--- src/rtl/glitch_pkg.sv ---
// Shared definitions for the glitch sequencer: state encoding and default duty width.
package glitch_pkg;

   localparam int DEFAULT_DUTY_BITS = 10;

   typedef enum logic [2:0] {
      IDLE,
      ARMED,
      DELAY,
      GLITCH,
      GAP
   } state_e;

endpackage

--- src/rtl/trig_edge.sv ---
// Rising-edge detector for the target trigger. Defining TRIG_SYNC_EN inserts a
// 2-flop synchronizer ahead of the detector.
module trig_edge (
   input  logic clk,
   input  logic rst,
   input  logic trig_i,
   output logic pulse_o
);

   logic detIn;
   logic prev_q;

`ifdef TRIG_SYNC_EN
   logic sync1_q;
   logic sync2_q;

   // Synchronizer resets high so a trigger already asserted never looks like a fresh edge
   always_ff @(posedge clk) begin
      if (rst) begin
         sync1_q <= 1'b1;
         sync2_q <= 1'b1;
      end else begin
         sync1_q <= trig_i;
         sync2_q <= sync1_q;
      end
   end

   assign detIn = sync2_q;
`else
   assign detIn = trig_i;
`endif

   always_ff @(posedge clk) begin
      if (rst) begin
         prev_q <= 1'b1;
      end else begin
         prev_q <= detIn;
      end
   end

   assign pulse_o = detIn & ~prev_q;

endmodule

--- src/rtl/glitch_sched.sv ---
// Glitch sequencer driving the PWM duty_cycle input: idle level, then after a trigger
// edge a delay followed by repeated glitch pulses. Optional macro: TRIG_SYNC_EN.
module glitch_sched
   import glitch_pkg::*;
#(
   parameter int DUTY_BITS  = DEFAULT_DUTY_BITS,
   parameter int DELAY_BITS = 24,
   parameter int WIDTH_BITS = 16,
   parameter int COUNT_BITS = 8
) (
   input  logic                  clk,
   input  logic                  rst,
   input  logic [DUTY_BITS-1:0]  cfg_idle_duty,
   input  logic [DUTY_BITS-1:0]  cfg_glitch_duty,
   input  logic [DELAY_BITS-1:0] cfg_delay,
   input  logic [WIDTH_BITS-1:0] cfg_width,
   input  logic [WIDTH_BITS-1:0] cfg_gap,
   input  logic [COUNT_BITS-1:0] cfg_count,
   input  logic                  arm,
   input  logic                  abort,
   input  logic                  trigger,
   output logic [DUTY_BITS-1:0]  duty_cycle,
   output logic                  armed,
   output logic                  busy,
   output logic                  done
);

   state_e                state_q, state_d;
   logic [DELAY_BITS-1:0] cnt_q, cnt_d;
   logic [COUNT_BITS-1:0] pulses_q, pulses_d;
   logic [DUTY_BITS-1:0]  duty_q, duty_d;
   logic                  done_q, done_d;

   logic [DUTY_BITS-1:0]  idle_q, glitch_q;
   logic [DELAY_BITS-1:0] delay_q;
   logic [WIDTH_BITS-1:0] width_q, gap_q;
   logic [COUNT_BITS-1:0] count_q;

   logic                  trigPulse;
   logic [DELAY_BITS-1:0] delayLoad, widthLoad, gapLoad;
   logic [COUNT_BITS-1:0] countLoad;

   trig_edge u_trig_edge (
      .clk     (clk),
      .rst     (rst),
      .trig_i  (trigger),
      .pulse_o (trigPulse)
   );

   // Counters hold "cycles left minus one" so each phase exits on the zero cycle
   assign delayLoad = delay_q - DELAY_BITS'(1);
   assign widthLoad = (width_q == '0) ? '0 : DELAY_BITS'(width_q - WIDTH_BITS'(1));
   assign gapLoad   = (gap_q == '0) ? '0 : DELAY_BITS'(gap_q - WIDTH_BITS'(1));
   assign countLoad = (count_q == '0) ? COUNT_BITS'(1) : count_q;

   always_ff @(posedge clk) begin
      if (rst) begin
         state_q  <= IDLE;
         cnt_q    <= '0;
         pulses_q <= '0;
         duty_q   <= '0;
         done_q   <= 1'b0;
         idle_q   <= '0;
         glitch_q <= '0;
         delay_q  <= '0;
         width_q  <= '0;
         gap_q    <= '0;
         count_q  <= '0;
      end else begin
         state_q  <= state_d;
         cnt_q    <= cnt_d;
         pulses_q <= pulses_d;
         duty_q   <= duty_d;
         done_q   <= done_d;
         if (state_q == IDLE && arm && !abort) begin
            idle_q   <= cfg_idle_duty;
            glitch_q <= cfg_glitch_duty;
            delay_q  <= cfg_delay;
            width_q  <= cfg_width;
            gap_q    <= cfg_gap;
            count_q  <= cfg_count;
         end
      end
   end

   always_comb begin
      state_d  = state_q;
      cnt_d    = cnt_q;
      pulses_d = pulses_q;
      done_d   = 1'b0;
      if (abort) begin
         state_d  = IDLE;
         cnt_d    = '0;
         pulses_d = '0;
      end else begin
         unique case (state_q)
            IDLE: begin
               if (arm) state_d = ARMED;
            end
            ARMED: begin
               if (trigPulse) begin
                  pulses_d = countLoad;
                  if (delay_q == '0) begin
                     state_d = GLITCH;
                     cnt_d   = widthLoad;
                  end else begin
                     state_d = DELAY;
                     cnt_d   = delayLoad;
                  end
               end
            end
            DELAY: begin
               if (cnt_q == '0) begin
                  state_d = GLITCH;
                  cnt_d   = widthLoad;
               end else begin
                  cnt_d = cnt_q - DELAY_BITS'(1);
               end
            end
            GLITCH: begin
               if (cnt_q != '0) begin
                  cnt_d = cnt_q - DELAY_BITS'(1);
               end else if (pulses_q > COUNT_BITS'(1)) begin
                  state_d = GAP;
                  cnt_d   = gapLoad;
               end else begin
                  state_d  = IDLE;
                  pulses_d = '0;
                  done_d   = 1'b1;
               end
            end
            GAP: begin
               if (cnt_q == '0) begin
                  state_d  = GLITCH;
                  cnt_d    = widthLoad;
                  pulses_d = pulses_q - COUNT_BITS'(1);
               end else begin
                  cnt_d = cnt_q - DELAY_BITS'(1);
               end
            end
            default: state_d = IDLE;
         endcase
      end
   end

   // Duty is registered from the next state so it lines up with the state it belongs to
   always_comb begin
      duty_d = cfg_idle_duty;
      unique case (state_d)
         IDLE:    duty_d = cfg_idle_duty;
         GLITCH:  duty_d = glitch_q;
         default: duty_d = (state_q == IDLE) ? cfg_idle_duty : idle_q;
      endcase
      armed = (state_q == ARMED);
      busy  = (state_q == DELAY) || (state_q == GLITCH) || (state_q == GAP);
   end

   assign duty_cycle = duty_q;
   assign done       = done_q;

endmodule

--- config.mk ---
export PLATFORM = sky130hd
export DESIGN_NAME = glitch_sched
export DESIGN_NICKNAME = d
export VERILOG_FILES = /design/src/rtl/glitch_pkg.sv /design/src/rtl/trig_edge.sv /design/src/rtl/glitch_sched.sv
export SDC_FILE = /design/constraint.sdc
export NUM_CORES = 1
export LEC_CHECK = 0
export CAP_MARGIN = 0
export CELL_PAD_IN_SITES_DETAIL_PLACEMENT = 0
export CELL_PAD_IN_SITES_GLOBAL_PLACEMENT = 1
export CORE_AREA = 4 4 147 149
export DETAILED_ROUTE_END_ITERATION = 10
export DIE_AREA = 0 0 151 153
export HOLD_SLACK_MARGIN = 0.03
export PLACE_DENSITY_LB_ADDON = 0.3
export SLEW_MARGIN = 10
export SYNTH_ARGS = -nofsm -noshare
export SYNTH_HDL_FRONTEND = slang
export SYNTH_SLANG_ARGS = --single-unit
--- constraint.sdc ---
create_clock -name clk -period 2.35 [get_ports clk]
set_input_delay 0.705 -clock clk [delete_from_list [all_inputs] [get_ports clk]]
set_output_delay 0.705 -clock clk [all_outputs]
set_load 0.01 [all_outputs]
==> out/results.ini <==
[routing]
routed_wire_length_per_instance_um=16.08
drt_iter0_drc=505
route.detailed.vias_per_inst=5.269
drt_first_pass_iters=5
ant_nets=0
routed_wl_mm=24.03
num_vias=7877
drc=0

[synthesis]
synth_area_sq_um=7426
synth_warn=0
ys_seq_area_share_pct=35.32
synth-edff-count=0
syn-mean-instance-area_sq_um=7.508
post_synthesis_cells=989
asyncSetResetFlopFracSynth_pct=0
synth-main-ff-cell=dfxtp_1
postSynthNetCount=1088
synth-seq-cells=131
netlist-cell-type-count=77

[clock_tree]
worst_skew_pair.late_latency_ns=0.43
post_cts_hold_buffer_count=0
clkTransAtPathRegs_ns=0.06
max-clock-path-buffers=2
cts_tree=yes
inserted_clock_buffers=17
ctsHtreeMaxLevel=4
count_of_clock_tree_sinks=131
cts-root-buf=clkbuf_16

[cells_and_area]
drive_gt1_share_pct=22.37
nets=1311
antenna_cells_inserted=0
layout_common_cells=nand2_1 (209), buf_4 (156), a21oi_1 (131), dfxtp_1 (125), clkdlybuf4s50_1 (98)
flow.area_growth_from_synthesis_pct=43.98
multiInputGateArea_sq_um=4674
fin_area_sq_um=10690
layout_commonest_cell=nand2_1
seq_area_sq_um=2633
fill_cells=1959

[place]
port_buffers=101
place_area_sq_um=9768
detailedPlace.worstSlack_ns=-0.6524
gp_routability_congestion=0.8900
post-dp-hpwl_mm=18.20

[job]
max_cap_violations=0

[grt]
globalRouteTotalUtil_pct=20.21
grt_pass1_vias=7439
grt_antenna_before_repair=0
grt_start_max_net_pins=69
grt-ovfl-total=0
grt_first_pass_wirelength_mm=37.60

[sta]
max_slew.worst_pin.slew_ns=0.7001
finalCriticalPeriod_ns=2.610
hold_viol_final=0
fin_ws_ns=-0.2598
finalSetupViolations=34
max_clock_freq_ghz=0.3832
maxSlewViolCount=0
rsz0062_at_grt=yes
max_slew_margin_pct=53.33
timing.final.crit_share_pct=111.1
clock-skew-final_ns=0.01344

[worst_hold_path]
path_type_of_the_worst_min_delay_path=flip-flop to flip-flop
worstHoldStart=glitch_q[5]
holdPathEnd=glitch_q[5]
hold-path-cell-count=2

[die]
initial_core_util_pct=36.82
fp.dieH_um=153
io-pin-count=102
fp.dieArea_sq_um=23100
die-width_um=151
number_of_placement_rows=52
floorplan.core_area_sq_um=20170

[critical_path]
reg2reg_setup_slack_ns=-0.26
critPathCaptureType=flip-flop
critPathRequiredTime_ns=2.66
worstSetupStartpointType=flip-flop
depth_of_the_worst_register_to_register_path=9
crit_path_max_fanout=8
cp-startpoint=delay_q[19]
crit_type=flip-flop to flip-flop
worst_r2r_endpoint=cnt_q[6]
reg2reg_from=delay_q[19]
timing.critical_path.arrival_ns=2.92

[outcome]
result_of_the_run=finished with violations
violations=setup timing

[power_and_ir_drop]
total_power_w=0.006730
leakage_power_of_the_design_nw=4.260
vdd_drop_max_v=0.0004586
power.density_nw_per_um2=629.5

[per-stage QoR]
stage | cells | hold WS [ns] | utilization [%] | TNS (ns)
final | 1495 | 0.4496 | 53.01 | -6.414
after global routing | 1495 | 0.4744 | 53.01 | -8.598
after CTS | 1487 | 0.4526 | 51.99 | -6.348
after detailed placement | 1451 | 0.4438 | 48.43 | -20.21
after global placement | 1451 | 0.4414 | 48.43 | -17.50
after floorplan | 989 | 0.4317 | - | -1.526
[worst max-delay path by stage]
stage | to | slack [ns] | cells after the start
3_5_place_dp | duty_cycle[0] | -0.65 | 8
2_1_floorplan | duty_cycle[0] | -0.10 | 7
3_3_place_gp | duty_cycle[6] | -0.56 | 8
5_1_grt | duty_cycle[6] | -0.31 | 8
4_1_cts | cnt_q[10] | -0.26 | 8
6_report | cnt_q[6] | -0.26 | 9
[critical path, cell delays in order, from the launching register on]
cell      delay [ns]
dfxtp_2         0.32
or4_4           0.53
or4_4           0.56
or3_4           0.39
buf_12          0.16
buf_4           0.13
a21oi_2         0.09
a211oi_1        0.05
a21oi_1         0.17
a21oi_1         0.09
[registers in the layout, indices dropped and copies added (netlist names), 3 cells and up]
name / flops
delay_q: 24
glitch_q: 10
gap_q: 16
duty_cycle: 10
pulses_q: 8
count_q: 8
state_q: 3
cnt_q: 24
idle_q: 10
width_q: 16
[power breakdown]
group          internal [W]  total, W  switching [W]
combinational      0.000812   0.00167       0.000858
clock               0.00151   0.00269        0.00118
sequential          0.00231   0.00237      0.0000660
[cells by family (layout without fill, tap and decap cells)]
family | count (synthesis) | in the layout | share of synthesized area, %
AO/OA/AOI/OAI | 283 | 283 | 23.24
XOR/XNOR | 57 | 57 | 6.723
adder cells (fa/ha/maj) | 10 | 10 | 1.685
buffers and inverters | 87 | 323 | 5.190
flip-flops | 131 | 131 | 35.32
multiplexers | 4 | 4 | 0.6234
AND/OR/NAND/NOR | 417 | 417 | 27.23
[cell usage after synthesis, types with 3 or more instances]
cell type / number / area (sq um)
nand2_1: 210 / 788.3
a21oi_1: 138 / 690.7
dfxtp_1: 131 / 2623
nor2_1: 53 / 198.9
clkbuf_1: 46 / 172.7
nor3_1: 44 / 220.2
o21ai_0: 43 / 215.2
xnor2_1: 40 / 350.3
nor4_1: 24 / 150.1
inv_1: 22 / 82.58
xor2_1: 17 / 148.9
a31oi_1: 15 / 93.84
nand3_1: 13 / 65.06
or4_1: 13 / 97.59
a221o_1: 10 / 100.1
ha_1: 10 / 125.1
o21ai_1: 9 / 45.04
and2_1: 8 / 50.05
buf_2: 8 / 40.04
o211ai_1: 8 / 60.06
a211oi_1: 7 / 52.55
o31ai_1: 7 / 52.55
or3_1: 7 / 43.79
buf_6: 6 / 67.56
o32ai_1: 6 / 52.55
nand2b_1: 5 / 31.28
nand4_1: 5 / 31.28
o22ai_1: 5 / 31.28
a221oi_1: 4 / 35.03
buf_1: 4 / 15.01
or2_2: 4 / 25.02
a211o_1: 3 / 26.28
a311oi_1: 3 / 26.28
and2_2: 3 / 22.52
nor3_2: 3 / 30.03
nor3b_1: 3 / 22.52
[cell type report]
| class | count | share of cell area [%] |
|---|---|---|
| Clock buffer | 17 | 3.979 |
| Sequential cell | 131 | 24.62 |
| Multi-Input combinational cell | 771 | 43.72 |
| Timing Repair Buffer | 269 | 22.22 |
| Clock inverter | 15 | 1.498 |
| Inverter | 22 | 0.7958 |
| Tap cell | 270 | 3.160 |
[metal layers]
| layer | vias to the layer above | global-route usage (%) | wire length [um] |
|---|---|---|---|
| li1 | 3982 | - | - |
| met2 | 194 | 32.54 | 11330 |
| met3 | 36 | 3.672 | 1137 |
| met1 | 3665 | 27.04 | 10980 |
| met5 | - | 0 | 0 |
| met4 | 0 | 7.254 | 587 |
[timing repair]
action / 4_1_cts / 5_1_grt
cloned: 0 / 1
setup buffers: 5 / 7
resized for setup: 22 / 29
setup endpoints to repair: 39 / 40
pin swaps: 4 / 10
hold endpoints to repair: 0 / 0
(Power assumes the default switching activity.)
